==> src/rtl/sram_fill_writer_pkg.sv <==
// Shared constants for the instruction SRAM: geometry, bank/row split and
// the fill-writer state encoding used by the writer, array and fetch side.
package sram_fill_writer_pkg;

   localparam int DATA_W     = 72;
   localparam int ADDR_W     = 8;
   localparam int FIFO_DEPTH = 4;
   localparam int SRAM_BANKS = 8;
   localparam int BANK_W     = 3;
   localparam int ROW_W      = ADDR_W - BANK_W;

   localparam logic [1:0] ST_IDLE = 2'd0;
   localparam logic [1:0] ST_FILL = 2'd1;
   localparam logic [1:0] ST_DONE = 2'd2;

   function automatic logic [BANK_W-1:0] bank_of(input logic [ADDR_W-1:0] addr);
      return addr[BANK_W-1:0];
   endfunction

   function automatic logic [ROW_W-1:0] row_of(input logic [ADDR_W-1:0] addr);
      return addr[ADDR_W-1:BANK_W];
   endfunction

endpackage

==> src/rtl/sram_fill_writer_sync_fifo.sv <==
// Single-clock FIFO with combinational head; push while full is legal
// when a pop happens in the same cycle.
module sync_fifo #(
   parameter int WIDTH = 72,
   parameter int DEPTH = 4
) (
   input  logic             i_fire,
   input  logic             rst,
   input  logic             i_push,
   input  logic [WIDTH-1:0] i_push_data,
   input  logic             i_pop,
   output logic [WIDTH-1:0] o_head,
   output logic             o_full,
   output logic             o_empty
);

   localparam int PTR_W = $clog2(DEPTH);

   logic [WIDTH-1:0] mem_q [DEPTH];
   logic [PTR_W-1:0] wr_ptr_q, rd_ptr_q;
   logic [PTR_W:0]   count_q, count_d;
   logic             push_ok, pop_ok;

   assign o_full  = (count_q == (PTR_W+1)'(DEPTH));
   assign o_empty = (count_q == '0);
   assign o_head  = mem_q[rd_ptr_q];

   assign push_ok = i_push && (!o_full || i_pop);
   assign pop_ok  = i_pop && !o_empty;

   always_comb begin
      count_d = count_q;
      case ({push_ok, pop_ok})
         2'b10:   count_d = count_q + (PTR_W+1)'(1);
         2'b01:   count_d = count_q - (PTR_W+1)'(1);
         default: count_d = count_q;
      endcase
   end

   // Storage is cleared too so the head reads as zero straight out of reset.
   always_ff @(posedge i_fire) begin
      if (!rst) begin
         for (int i = 0; i < DEPTH; i++) mem_q[i] <= '0;
         wr_ptr_q <= '0;
         rd_ptr_q <= '0;
         count_q  <= '0;
      end else begin
         if (push_ok) begin
            mem_q[wr_ptr_q] <= i_push_data;
            wr_ptr_q        <= wr_ptr_q + PTR_W'(1);
         end
         if (pop_ok) rd_ptr_q <= rd_ptr_q + PTR_W'(1);
         count_q <= count_d;
      end
   end

endmodule

==> src/rtl/sram_fill_writer.sv <==
// Write-side sequencer for the instruction SRAM: buffers a word stream and
// writes it at consecutive addresses, yielding whenever the fetch side reads.
//
//  state | meaning
//  IDLE  | waiting for i_start
//  FILL  | accepting words and writing them out
//  DONE  | one-cycle completion pulse
module sram_fill_writer
   import sram_fill_writer_pkg::*;
(
   input  logic              i_fire,
   input  logic              rst,
   input  logic              i_start,
   input  logic [ADDR_W-1:0] i_baseAddr,
   input  logic [ADDR_W:0]   i_len,
   input  logic              i_valid,
   input  logic [DATA_W-1:0] i_data,
   output logic              o_ready,
   input  logic              i_readReq,
   output logic              o_write_en,
   output logic [ADDR_W-1:0] o_writeAddr,
   output logic [DATA_W-1:0] o_writeData,
   output logic              o_busy,
   output logic              o_done
);

   logic [1:0]        state_q, state_d;
   logic [ADDR_W-1:0] wr_addr_q, wr_addr_d;
   logic [ADDR_W:0]   acc_left_q, acc_left_d;
   logic [ADDR_W:0]   wr_left_q, wr_left_d;

   logic              fifo_full, fifo_empty;
   logic [DATA_W-1:0] fifo_head;
   logic              push, pop;

   assign o_ready     = (state_q == ST_FILL) && !fifo_full && (acc_left_q != '0);
   assign push        = i_valid && o_ready;
   assign o_write_en  = (state_q == ST_FILL) && !fifo_empty && !i_readReq;
   assign pop         = o_write_en;
   assign o_writeAddr = wr_addr_q;
   assign o_writeData = fifo_head;
   assign o_busy      = (state_q != ST_IDLE);
   assign o_done      = (state_q == ST_DONE);

   sync_fifo #(
      .WIDTH (DATA_W),
      .DEPTH (FIFO_DEPTH)
   ) u_fifo (
      .i_fire      (i_fire),
      .rst         (rst),
      .i_push      (push),
      .i_push_data (i_data),
      .i_pop       (pop),
      .o_head      (fifo_head),
      .o_full      (fifo_full),
      .o_empty     (fifo_empty)
   );

   always_comb begin
      state_d    = state_q;
      wr_addr_d  = wr_addr_q;
      acc_left_d = acc_left_q;
      wr_left_d  = wr_left_q;
      case (state_q)
         ST_IDLE: begin
            if (i_start) begin
               wr_addr_d  = i_baseAddr;
               acc_left_d = i_len;
               wr_left_d  = i_len;
               state_d    = (i_len == '0) ? ST_DONE : ST_FILL;
            end
         end
         ST_FILL: begin
            if (push) acc_left_d = acc_left_q - (ADDR_W+1)'(1);
            if (pop) begin
               wr_addr_d = wr_addr_q + ADDR_W'(1);
               wr_left_d = wr_left_q - (ADDR_W+1)'(1);
               if (wr_left_q == (ADDR_W+1)'(1)) state_d = ST_DONE;
            end
         end
         ST_DONE: state_d = ST_IDLE;
         default: state_d = ST_IDLE;
      endcase
   end

   always_ff @(posedge i_fire) begin
      if (!rst) begin
         state_q    <= ST_IDLE;
         wr_addr_q  <= '0;
         acc_left_q <= '0;
         wr_left_q  <= '0;
      end else begin
         state_q    <= state_d;
         wr_addr_q  <= wr_addr_d;
         acc_left_q <= acc_left_d;
         wr_left_q  <= wr_left_d;
      end
   end

endmodule

==> config.mk <==
export PLATFORM = sky130hd
export DESIGN_NAME = sram_fill_writer
export DESIGN_NICKNAME = d
export VERILOG_FILES = /design/src/rtl/sram_fill_writer_pkg.sv /design/src/rtl/sram_fill_writer_sync_fifo.sv /design/src/rtl/sram_fill_writer.sv
export SDC_FILE = /design/constraint.sdc
export NUM_CORES = 1
export LEC_CHECK = 0
export ABC_CLOCK_PERIOD_IN_PS = 7340
export CORE_MARGIN = 8
export CORE_UTILIZATION = 40
export CTS_CLUSTER_DIAMETER = 30
export DETAILED_ROUTE_END_ITERATION = 8
export PLACE_DENSITY = 0.6
export SETUP_SLACK_MARGIN = 0.5
export SLEW_MARGIN = 20
export SYNTH_ARGS = -nofsm -noshare
export SYNTH_HDL_FRONTEND = slang
export SYNTH_HIERARCHICAL = 1
export SYNTH_SLANG_ARGS = --single-unit
export TNS_END_PERCENT = 30
==> constraint.sdc <==
create_clock -name i_fire -period 7.34 [get_ports i_fire]
set_input_delay 0.734 -clock i_fire [delete_from_list [all_inputs] [get_ports i_fire]]
set_output_delay 0.734 -clock i_fire [all_outputs]
set_load 0.01 [all_outputs]
==> results.yml <==
routing:
  viasPerCell: 5.134
  drtPass1Iterations: 5
  drt_iter0_drc: 448
  wl_per_cell_um: 20.36
  antenna_left: 0
  wl_mm: 35.03
  num_vias: 8836
  drc: 0
sta:
  hold_ws_ns: 0.4612
  setup_slack_ns: 3.659
  fin_crit_ns: 3.681
  maxSlewHeadroom: 0.2503
  clock_skew_ns: 0.01713
  fmax_ghz: 0.2716
  slew_violations: 0
  finalCritPeriodShare: 0.5015
  hold_viol_final: 0
  setup_viol: 0
  tightest_slew_ns: 1.121
  fin_tns_setup_ns: 0
  rsz0062_at_grt: "false"
floorplan:
  die_area_mm2: 0.04298
  core-area_mm2: 0.03635
  rows: 70
  initial_core_util: 0.4028
  die_w_um: 207.3
  ios: 178
  fp.dieH_um: 207.3
placed_design:
  dpl.hpwl_mm: 20.84
  numPortBuffers: 177
  routabilityCongestion: 0.7986
  dpl_worst_slack_ns: 3.269
worst_setup_path:
  reg2reg_slack_ns: 3.68
  path_class: "flop to output port"
  cp_data_arrival_time_ns: 2.95
  cp-end-kind: "output port"
  critical_path_required_ns: 6.61
  r2r-start: "u_fifo/count_q[1]"
  timing.rr.end: "u_fifo/mem_q[3][20]"
  worstRegToRegCells: 8
  worstSetupStartpointType: "flop"
  crit_fanout: 27
global_routing:
  grt_pass1_vias: 9480
  grt_max_degree: 57
  grt_overflow_total: 0
  antenna_found_initial: 1
  grt_usage: 0.1634
  grt_pass1_wl_mm: 55.03
hold_path:
  hold_start: "acc_left_q[8]"
  whs_path_depth: 2
  min_to: "acc_left_q[8]"
  min_path_type: "flop to flop"
clock_network:
  clockBufferDepth: 3
  clkSinkCount: 325
  cts_resized: 0
  root_buffer: "clkbuf_16"
  h-tree-depth: 3
  cts_setup_buffers: 0
  worst_skew_pair.late_latency_ns: 0.55
  holdBufCountCts: 0
  cts.clk_slew.worst_paths_ns: 0.04
  tritoncts: "yes"
  cts_buffers: 74
pwr:
  p_clk_frac: 0.562
  seq_power_share: 0.365
  pwr-share-comb: 0.073
  peakVddDrop_v: 0.0001898
  cellLeakagePower_nw: 7.031
  p_int_w: 0.004649
  power-per-cell-area_mw_per_mm2: 304.8
  p_switching_w: 0.001266
  power.share.switching: 0.2141
cells_and_area:
  drive_gt1_frac: 0.1780
  diodes: 0
  final_util: 0.5339
  synthToLayoutAreaGrowth_pct: 32.54
  final_net_count: 1294
logic_synthesis:
  syn_inst: 987
  synth_edf_count: 288
  synth_cell_types: 62
  ys_seq_area_frac: 0.6413
  syn_area_mm2: 0.01464
  synth_seq_cells: 325
  synth_warnings: 6
  synth_top_area_cell: "edfxtp_1"
  synth_top_cells_by_area: "edfxtp_1, and2_1, mux4_2, dfxtp_1, a21oi_1"
  synth_top_area_frac: 0.5907
  syn-num-nets: 1087
  syn_avg_cell_area_um2: 14.83
  synth_ff_type: "edfxtp_1"
  async_flop_share: 0
run_status:
  outcome: "finished clean"
flow_run:
  drv_cap: 0
-- layout make-up --
cell class / instances / area, um2
Fill cell: 2934 / 16940
Sequential cell: 325 / 9397
Multi-Input combinational cell: 585 / 4902
Clock buffer: 85 / 1957
Timing Repair Buffer: 193 / 1917
Clock inverter: 50 / 591.8
Tap cell: 468 / 585.6
Inverter: 15 / 56.30
-- metrics by stage --
stage          total power (W)  cell area (um2)  cells
2_1_floorplan         0.002429            14640    987
4_1_cts               0.005984            19390   1720
3_3_place_gp          0.002625            16840   1585
6_report              0.005915            19410   1721
5_1_grt               0.006123            19410   1721
3_5_place_dp          0.002630            16840   1585
-- cells in the final DEF (no fill, tap or decap), types with 3 or more instances in the layout --
master             n
nor4_1             4
a21o_1             5
edfxtp_1         288
ha_1               5
inv_1             14
a22oi_1            5
mux4_2            72
a311oi_1           3
clkbuf_16         77
bufinv_16         12
nand2b_1           6
or3_1              4
nand3_1            6
and2_1           295
a31oi_1            3
clkinv_4           4
clkdlybuf4s50_1  177
nor2b_1            4
dfxtp_1           35
o21ai_4            4
o21ai_0           23
nor3b_1            3
nor2_1            20
and3_1             4
nor3_1             9
clkbuf_1           8
clkinv_2          12
a211oi_1           3
o32ai_1            7
a21oi_1           30
clkinv_1          10
inv_6              4
buf_4             14
clkinvlp_4         9
nand2_1           30
-- power groups by stage --
stage	Sequential (W)	Clock, W	Combinational [W]
after floorplan	0.00220	0	0.000231
after global placement	0.00219	0	0.000435
after detailed placement	0.00219	0	0.000438
after CTS	0.00216	0.00338	0.000439
after global routing	0.00217	0.00348	0.000471
final	0.00216	0.00332	0.000432
-- routing by layer --
| metal | vias to the layer above | global-route usage | routed length [um] |
|---|---|---|---|
| met5 | - | 0 | 0 |
| met4 | 0 | 0.04905 | 507 |
| met3 | 49 | 0.04574 | 2092 |
| met2 | 253 | 0.2766 | 17270 |
| met1 | 4415 | 0.2018 | 15160 |
| li1 | 4119 | - | - |
-- critical path: stages, from the launching register on --
cell	delay, ns
dfxtp_4	0.65
buf_4	0.59
mux4_2	0.64
clkdlybuf4s50_1	0.51
-- sequential cells by signal (all words and copies together) (netlist names), named ones only --
signal / count
u_fifo/rd_ptr_q: 2
state_q: 2
wr_left_q: 9
u_fifo/wr_ptr_q: 2
acc_left_q: 9
u_fifo/count_q: 3
u_fifo/mem_q: 288
o_writeAddr: 8
-- cell usage after synthesis (2+ instances only) --
master,instances
a211oi_1,3
a21boi_0,2
a21o_1,5
a21oi_1,30
a22oi_1,5
a311oi_1,3
a31oi_1,3
and2_1,295
and3_1,5
and4b_1,2
buf_1,4
buf_2,10
buf_6,10
clkbuf_1,28
clkbuf_2,7
clkbuf_8,2
dfxtp_1,37
edfxtp_1,288
ha_1,5
inv_1,14
mux2i_1,2
mux4_2,72
nand2_1,30
nand2b_1,6
nand3_1,6
nand3b_1,2
nand4_1,2
nor2_1,20
nor2b_1,4
nor3_1,9
nor3_2,2
nor3b_1,3
nor4_1,4
o211a_1,2
o21a_1,2
o21ai_0,27
o32ai_1,7
or3_1,4
or3b_1,2
-- worst max-delay path by stage --
| stage | depth (start not counted) | to | slack [ns] | start |
|---|---|---|---|---|
| after CTS | 3 | o_writeData[71] | 3.06 | flop |
| after detailed placement | 7 | u_fifo/mem_q[3][20] | 3.27 | i_valid |
| final | 3 | o_writeData[0] | 3.66 | flop |
| after global routing | 8 | u_fifo/mem_q[3][20] | 3.43 | u_fifo/count_q[1] |
| after floorplan | 7 | u_fifo/mem_q[2][0] | -0.02 | state_q[1] |
| after global placement | 7 | u_fifo/mem_q[3][20] | 3.27 | i_valid |
-- kinds of logic (layout without fill, tap and decap cells) --
logic type	count (synthesis)	after routing	synth area share
and+or+nand+nor	406	406	0.1694
DFF	325	325	0.6413
AOI/OAI and AO/OA	96	96	0.04170
buffers and inverters	77	343	0.02794
muxes	75	75	0.1129
adders and majority gates	6	6	0.005640
xor gates and xnor gates	2	2	0.001197
Note: power is estimated with default switching activity, not from simulation.
